**config.mk**
```make
export PLATFORM = sky130hd
export DESIGN_NAME = fetch_pc_unit
export DESIGN_NICKNAME = d
export VERILOG_FILES = /design/src/rtl/fetch_pkg.sv /design/src/rtl/fetch_npc_mux.sv /design/src/rtl/fetch_pc_unit.sv
export SDC_FILE = /design/constraint.sdc
export NUM_CORES = 1
export LEC_CHECK = 0
export ABC_CLOCK_PERIOD_IN_PS = 5200
export CORE_UTILIZATION = 35
export CTS_CLUSTER_SIZE = 14
export DETAILED_ROUTE_END_ITERATION = 16
export PLACE_DENSITY_LB_ADDON = 0.25
export SYNTH_ARGS = -nofsm -noshare
export SYNTH_HDL_FRONTEND = slang
export SYNTH_SLANG_ARGS = --single-unit
```
**constraint.sdc**
```tcl
create_clock -name CLK -period 5.2 [get_ports CLK]
set_input_delay 1.04 -clock CLK [delete_from_list [all_inputs] [get_ports CLK]]
set_output_delay 1.04 -clock CLK [all_outputs]
set_load 0.005 [all_outputs]
```
**src/rtl/fetch_pkg.sv**
```systemverilog
// Shared types for the fetch PC unit: PC width, PC type and next-PC source encoding.
package fetch_pkg;
  localparam int unsigned PC_W = 11;

  typedef logic [PC_W-1:0] pc_t;

  typedef enum logic [2:0] {
    SEL_SEQ,
    SEL_PRED,
    SEL_IRQ,
    SEL_JMP,
    SEL_RET,
    SEL_CNI,
    SEL_PBT
  } npc_sel_e;
endpackage

```
**src/rtl/fetch_npc_mux.sv**
```systemverilog
// Combinational next-PC priority selector. Interrupt entry/return paths exist only
// when FETCH_ISR_EN is defined.
module fetch_npc_mux
  import fetch_pkg::*;
#(
  parameter pc_t ISR_VECTOR = 11'h7C0
) (
  input  pc_t        if_pc,
  input  logic       if_is_comp,
  input  logic       if_prediction,
  input  pc_t        if_pbt,
  input  logic       id_valid,
  input  logic       id_is_jump,
  input  logic       id_jump_in_bht,
  input  pc_t        id_branchtarget,
  input  logic [1:0] exe_correction,
  input  pc_t        exe_cni,
  input  pc_t        exe_pbt,
  input  logic       irq_req,
  input  logic       isr_running,
  input  logic       id_is_uret,
  input  pc_t        epc,
  output npc_sel_e   sel,
  output pc_t        npc,
  output pc_t        fall_pc
);

`ifndef FETCH_ISR_EN
  logic unused_isr;
  assign unused_isr = ^{irq_req, isr_running, id_is_uret, epc};
`endif

  // Sources are applied lowest priority first so each later assignment overrides.
  always_comb begin
    fall_pc = if_prediction ? if_pbt
                            : if_pc + (if_is_comp ? pc_t'(1) : pc_t'(2));
    sel     = if_prediction ? SEL_PRED : SEL_SEQ;
    npc     = fall_pc;
`ifdef FETCH_ISR_EN
    if (irq_req && !isr_running) begin
      sel = SEL_IRQ;
      npc = ISR_VECTOR;
    end
`endif
    if (id_valid && id_is_jump && !id_jump_in_bht) begin
      sel = SEL_JMP;
      npc = id_branchtarget;
    end
`ifdef FETCH_ISR_EN
    if (id_valid && id_is_uret) begin
      sel = SEL_RET;
      npc = epc;
    end
`endif
    if (exe_correction == 2'b10) begin
      sel = SEL_CNI;
      npc = exe_cni;
    end
    if (exe_correction == 2'b11) begin
      sel = SEL_PBT;
      npc = exe_pbt;
    end
  end
endmodule

```
**src/rtl/fetch_pc_unit.sv**
```systemverilog
// Fetch PC generator and IF->ID->EXE PC/valid pipe with predictor redirects.
// Optional interrupt entry/return enabled by FETCH_ISR_EN.
module fetch_pc_unit
  import fetch_pkg::*;
#(
  parameter pc_t RESET_PC   = 11'h000,
  parameter pc_t ISR_VECTOR = 11'h7C0
) (
  input  logic       CLK,
  input  logic       nrst,
  input  logic       en,
  input  logic       stall,
  input  logic       if_is_comp,
  input  logic       if_prediction,
  input  pc_t        if_PBT,
  input  logic       id_is_jump,
  input  logic       id_jump_in_bht,
  input  pc_t        id_branchtarget,
  input  logic [1:0] exe_correction,
  input  pc_t        exe_CNI,
  input  pc_t        exe_PBT,
  input  logic       irq_req,
  input  logic       id_is_uret,
  output pc_t        if_PC,
  output pc_t        id_PC,
  output pc_t        exe_PC,
  output logic       id_valid,
  output logic       exe_valid,
  output logic       ISR_running,
  output pc_t        epc
);

  npc_sel_e sel;
  pc_t      npc;
  pc_t      fall_pc;
  logic     adv;
  logic     corr;

  assign adv  = en && !stall;
  assign corr = en && exe_correction[1];

  fetch_npc_mux #(
    .ISR_VECTOR(ISR_VECTOR)
  ) u_npc_mux (
    .if_pc           (if_PC),
    .if_is_comp      (if_is_comp),
    .if_prediction   (if_prediction),
    .if_pbt          (if_PBT),
    .id_valid        (id_valid),
    .id_is_jump      (id_is_jump),
    .id_jump_in_bht  (id_jump_in_bht),
    .id_branchtarget (id_branchtarget),
    .exe_correction  (exe_correction),
    .exe_cni         (exe_CNI),
    .exe_pbt         (exe_PBT),
    .irq_req         (irq_req),
    .isr_running     (ISR_running),
    .id_is_uret      (id_is_uret),
    .epc             (epc),
    .sel             (sel),
    .npc             (npc),
    .fall_pc         (fall_pc)
  );

  // A correction is honoured even under stall; the PC pipe only shifts if not stalled.
  always_ff @(posedge CLK or negedge nrst) begin
    if (!nrst) begin
      if_PC     <= RESET_PC;
      id_PC     <= '0;
      exe_PC    <= '0;
      id_valid  <= 1'b0;
      exe_valid <= 1'b0;
    end else if (corr) begin
      if_PC     <= npc;
      id_valid  <= 1'b0;
      exe_valid <= 1'b0;
      if (!stall) begin
        id_PC  <= if_PC;
        exe_PC <= id_PC;
      end
    end else if (adv) begin
      if_PC     <= npc;
      id_PC     <= if_PC;
      exe_PC    <= id_PC;
      exe_valid <= id_valid;
      id_valid  <= !(sel inside {SEL_RET, SEL_JMP, SEL_IRQ});
    end
  end

`ifdef FETCH_ISR_EN
  always_ff @(posedge CLK or negedge nrst) begin
    if (!nrst) begin
      ISR_running <= 1'b0;
      epc         <= '0;
    end else if (adv) begin
      if (sel == SEL_IRQ) begin
        ISR_running <= 1'b1;
        epc         <= fall_pc;
      end else if (sel == SEL_RET) begin
        ISR_running <= 1'b0;
      end
    end
  end
`else
  assign ISR_running = 1'b0;
  assign epc         = '0;
`endif
endmodule

```
==> results.md, run 1 <==
* TritonCTS Buffers at 5
* Final TNS setup at 0 ns
* Total grt overflow at 0
* Fin. Hold Viols at 0
* Port bufs at 88
* Synth-to-layout area growth at 40.23%
* Hold_buf cts at 0
* Detailed placement HPWL at 4211 um
* Hold Path Stages at 1
* CTS Root Buffer Type: clkbuf_8
* CTS Sinks at 35
* Via count of the first global-routing pass at 1924
* Clock Tree Buf Depth at 2
* Critical Path RT at 5.38 ns
* RSZ-0062 raised after global routing: no
* Commonest non-fill, non-tap cells in the layout: clkdlybuf4s50_1 (87), dfrtp_1 (35), mux2_2 (24)
* Synth top area share at 38.42%
* Part of the cycle the worst path needs at 57.74%
* Pre-CTS WS at 1.889 ns
* Ys flop type: dfrtp_1
* Post-Route WL at 5676 um
* Critical path origin: exe_correction[1]
* Slew HR at 26.74%
* Worst Max-Slew Pin Slew at 1.099 ns
* Reg2reg start: if_PC[0]
* Final min period at 3.003 ns
* Share of post-route cells with drive strength above 1 at 13.44%
* Worst-skew pair later-pin latency at 0.29 ns
* Inst Count DP at 374
* HP Start: exe_PC[3]
* Final Max Slew Viols at 0
* CP Class: in2reg
* Synth warn at 0
* Chip width at 82.71 um
* TritonCTS clock tree: done
* Final Util at 50.63%
* GP Congestion at 0.8269
* H-Tree Depth at 2
* IO Count at 103
* Leading area contributor after synthesis: dfrtp_1
* Leak Pwr at 1.367 nW
* Postcts setup bufs at 0
* Area of the die at 6840 um2
* Syn Inst Count at 228
* CP Capture Type: register
* Site Rows at 29
* Worst-path fanout max at 29
* Status: finished clean
* DR pass1 iterations at 4
* Sequential fraction of the synthesis area at 38.42%
* Clock slew at reported path FFs at 0.07 ns
* Core ar. at 6314 um2
* Reg2Reg Depth at 6
* Async SR Flop Fraction at 100.0%
* All-Layer GR Usage at 18.05%
* Drt initial violations at 104
* Post-synth EDFFs at 0
* Count of cell types in the netlist at 58
* Peak Freq at 0.3330 GHz
* Top cells by area, synth: dfrtp_1 (38%), mux2_2 (12%), buf_4 (4.6%)
* Initial antenna violation count at 0
* Worst Hold Class: reg2reg
* Global-route wire length before repair at 9246 um
* Synth Cell Area at 2280 um2
* Most common cell after layout, fill and taps aside: clkdlybuf4s50_1
* N_diodes at 0
* Max-cap violations at 0
* Initial core utilization at 36.11%
* Worst clock skew at 0.006131 ns
* Post-CTS Resized at 0
* Mean number of vias per cell at 5.173
* Post-route DRC at 0
* Final setup fails at 0
* Peak VDD IR at 0.1328 mV
* Worst path arrival time at 3.18 ns
* Post-DR wirelength/cell at 14.86 um
* Crit start category: input pin
* Power density over the cells at 311.6 nW/um2
* Nets@finish at 363
* Final cell count without fillers at 382
* Die Y at 82.71 um
* Largest net degree at the start of global routing at 36
* Mean area per synthesized cell at 9.999 um2
* Post-route ant nets at 0
* Flops & latches, synth at 35
* Via Count at 1976
* Post-route setup slack at 2.197 ns
## path summary, 6_finish.rpt
kind | slack, ns | endpoint
min in group asynchronous | 0.81 | if_PC[0]
worst min register to register | 0.50 | exe_PC[3]
max in group asynchronous | 3.87 | exe_PC[3]
worst max register to register | 3.11 | if_PC[6]
worst max-delay path | 2.20 | if_PC[3]
worst min-delay path | 0.50 | exe_PC[3]
## per-stage QoR
stage	power, mW	hold WS (ns)	area, um2
6_report	0.9961	0.5045	3197
5_1_grt	1.068	0.5276	3197
4_1_cts	1.008	0.5074	3197
3_5_place_dp	0.7517	0.4917	3079
3_3_place_gp	0.7417	0.4860	3079
2_1_floorplan	0.5489	0.4910	2321
## registers in the layout, indices dropped and copies added, names as in the netlist
signal / flops
exe_valid: 1
if_PC: 11
id_valid: 1
exe_PC: 11
id_PC: 11
## area by class of cell
type	count	area, um2
fill	604	3117
multi-input combinational	166	1201
sequential	35	875.8
timing repair buffer	88	875.8
tap	77	96.34
clock buffer	6	82.58
clock inverter	2	35.03
inverter	8	30.03
## where the power goes
| part | switching [mW] | internal [mW] |
|---|---|---|
| sequential | 0.0609 | 0.341 |
| combinational | 0.111 | 0.229 |
| clock | 0.0994 | 0.155 |
## metal layers
layer  vias to the layer above  wire length [um]  GRT usage, %  share of wire [%]
li1                        962                 -             -                  -
met1                       925              2499         23.24                 44
met2                        82              2738         30.41                 48
met3                         7               351         3.407                6.2
met4                         0                87         5.517                1.5
met5                         -                 0             0                  0
## synth_stat cells, types with 2 or more instances
| cell | n |
|---|---|
| a211oi_1 | 3 |
| a21o_1 | 2 |
| a21oi_1 | 12 |
| and2_1 | 3 |
| and3_1 | 6 |
| and4_1 | 2 |
| buf_2 | 9 |
| buf_4 | 14 |
| buf_6 | 5 |
| clkbuf_1 | 2 |
| dfrtp_1 | 35 |
| ha_1 | 2 |
| inv_1 | 8 |
| mux2_2 | 24 |
| mux2_4 | 2 |
| mux2i_1 | 8 |
| nand2_1 | 23 |
| nand2b_1 | 4 |
| nand3_1 | 3 |
| nand3b_1 | 4 |
| nand4_1 | 2 |
| nor2_1 | 6 |
| nor3_1 | 3 |
| o2111ai_1 | 2 |
| o21a_1 | 3 |
| o21ai_0 | 7 |
| o31ai_1 | 3 |
## cells by family (layout without fill, tap and decap cells)
| group | Yosys count | after routing | synth area share, % |
|---|---|---|---|
| AO/OA/AOI/OAI | 52 | 52 | 16.41 |
| adder cells (fa/ha/maj) | 3 | 3 | 1.976 |
| flip-flops | 35 | 35 | 38.42 |
| AND/OR/NAND/NOR | 64 | 64 | 15.26 |
| multiplexers | 34 | 34 | 16.69 |
| XOR/XNOR | 1 | 1 | 0.3843 |
| other | 1 | 12 | 0.1645 |
| buffers and inverters | 38 | 104 | 10.70 |
## worst max-delay path: stages
cell,delay (ns)
clkdlybuf4s50_1,1.10
nand2b_1,0.21
nand2_1,0.32
o32a_2,0.50
No activity file was read; power rests on OpenSTA's default activity.
==> run 2: changes to the inputs <==
- ABC_CLOCK_PERIOD_IN_PS: 5200 -> 2600
- clock period: 5.2 -> 2.6 ns (I/O delays scaled with it)
==> results.md, run 2 (synthesis results as in run 1) <==
* Status: finished clean
* Most common cell after layout, fill and taps aside: clkdlybuf4s50_1
* Worst Hold Class: in2async
* TritonCTS Buffers at 5
* Crit start category: input pin
* Post-DR wirelength/cell at 14.73 um
* DR pass1 iterations at 4
* Peak Freq at 0.4403 GHz
* Reg2reg start: if_PC[0]
* CTS Root Buffer Type: clkbuf_8
* Post-route setup slack at 0.3288 ns
* Mean number of vias per cell at 5.074
* Slew HR at 47.27%
* Worst Max-Slew Pin Slew at 0.7910 ns
* Final TNS setup at 0 ns
* N_diodes at 0
* IO Count at 103
* Post-Route WL at 5788 um
* Max-cap violations at 0
* Nets@finish at 374
* Site Rows at 29
* Die Y at 82.71 um
* Final setup fails at 0
* Reg-to-reg setup timing slack at 0.56 ns
* Synth-to-layout area growth at 43.85%
* CP Class: in2reg
* Power density over the cells at 613.7 nW/um2
* H-Tree Depth at 2
* Post-DP Area at 3162 um2
* Leak Pwr at 1.420 nW
* Global-route wire length before repair at 9342 um
* Worst-skew pair later-pin latency at 0.29 ns
* Area of the die at 6840 um2
* Core ar. at 6314 um2
* Post-route DRC at 0
* Chip width at 82.71 um
* Detailed placement HPWL at 4490 um
* Via Count at 1994
* Part of the cycle the worst path needs at 87.35%
* Largest net degree at the start of global routing at 36
* Top flop regs: exe_PC x11, id_PC x11, if_PC x11
* Worst stage delay on the critical path at 0.43 ns
* Layout fillers at 609
* Final Util at 51.94%
* Initial core utilization at 36.11%
* RSZ-0062 raised after global routing: no
* Critical path origin: if_is_comp
* Fin. Hold Viols at 0
* Pre-CTS WS at 0.04430 ns
* Post-route ant nets at 0
* CTS Sinks at 35
* Worst path arrival time at 2.44 ns
* Clock Tree Buf Depth at 2
* TritonCTS clock tree: done
* Share of post-route cells with drive strength above 1 at 16.46%
* Via count of the first global-routing pass at 1880
* Postcts setup bufs at 0
* Crit-path cells: clkdlybuf4s50_1, ha_1, fa_1, and4_1, a31o_1, o32ai_1, a21oi_1
* Reg-to-reg endpoint: if_PC[10]
* Drt initial violations at 86
* Area of the multi-input gates at 1201 um2
* CP Capture Type: register
* Critical Path RT at 2.77 ns
* Worst-path fanout max at 6
* Final min period at 2.271 ns
* GP Congestion at 0.8455
* Hold_buf cts at 0
* Peak VDD IR at 0.3619 mV
* Clock slew at reported path FFs at 0.08 ns
* Post-route cell area at 3279 um2
* Worst clock skew at 0.009227 ns
* All-Layer GR Usage at 18.54%
* Reg2Reg Depth at 6
* Port bufs at 88
* Initial antenna violation count at 0
* Final Max Slew Viols at 0
* Post-CTS Resized at 0
* Seq. cell area at 875.8 um2
* Critical-path top delay cell: fa_1
* Total grt overflow at 0
* Commonest non-fill, non-tap cells in the layout: clkdlybuf4s50_1 (87), dfrtp_1 (35), mux2_2 (24)
run 2: changes by cell type in the layout (fill, tap and decap cells not counted), sizes merged:
cell,before,now
buf,1,12
run 2: layer usage:
metal / vias to the layer above / part of all wire, % / track usage [%]
li1: 981 / - / -
met1: 928 / 45 / 25.22
met2: 76 / 47 / 28.69
met3: 9 / 5.6 / 3.736
met4: 0 / 1.6 / 7.241
met5: - / 0 / 0
run 2: worst max path at each step:
stage	end	cells past startpoint
after floorplan	if_PC[6]	7
after CTS	if_PC[6]	7
after detailed placement	if_PC[6]	7
after global placement	if_PC[6]	7
final	if_PC[10]	7
after global routing	if_PC[5]	7
run 2: power breakdown:
part | internal [mW] | leakage (nW) | switching (mW)
clock network | 0.310 | 0.0612 | 0.205
registers | 0.681 | 0.424 | 0.121
logic | 0.470 | 0.935 | 0.225
total | 1.46 | 1.42 | 0.551
run 2: through the flow:
stage / total power [mW] / hold slack [ns] / cells
after floorplan: 1.098 / 0.2244 / 239
after global placement: 1.498 / 0.4861 / 385
after detailed placement: 1.518 / 0.4934 / 385
after CTS: 2.032 / 0.3401 / 393
after global routing: 2.162 / 0.3666 / 393
final: 2.012 / 0.2910 / 393
run 2: area by class of cell:
| class | instances | area share [%] |
|---|---|---|
| inverters | 8 | 0.9157 |
| clock inverters | 2 | 1.068 |
| flip-flops and latches | 35 | 26.71 |
| repair buffers | 99 | 29.23 |
| well taps | 77 | 2.938 |
| multi-input cells | 166 | 36.63 |
| clock buffers | 6 | 2.518 |
run 2: critical path: cells and delay by family:
kind	cells	cell delay [ns]
simple gates	1	0.29
fa+ha+maj	2	0.67
buf+inv	1	0.42
compound gates	3	0.52
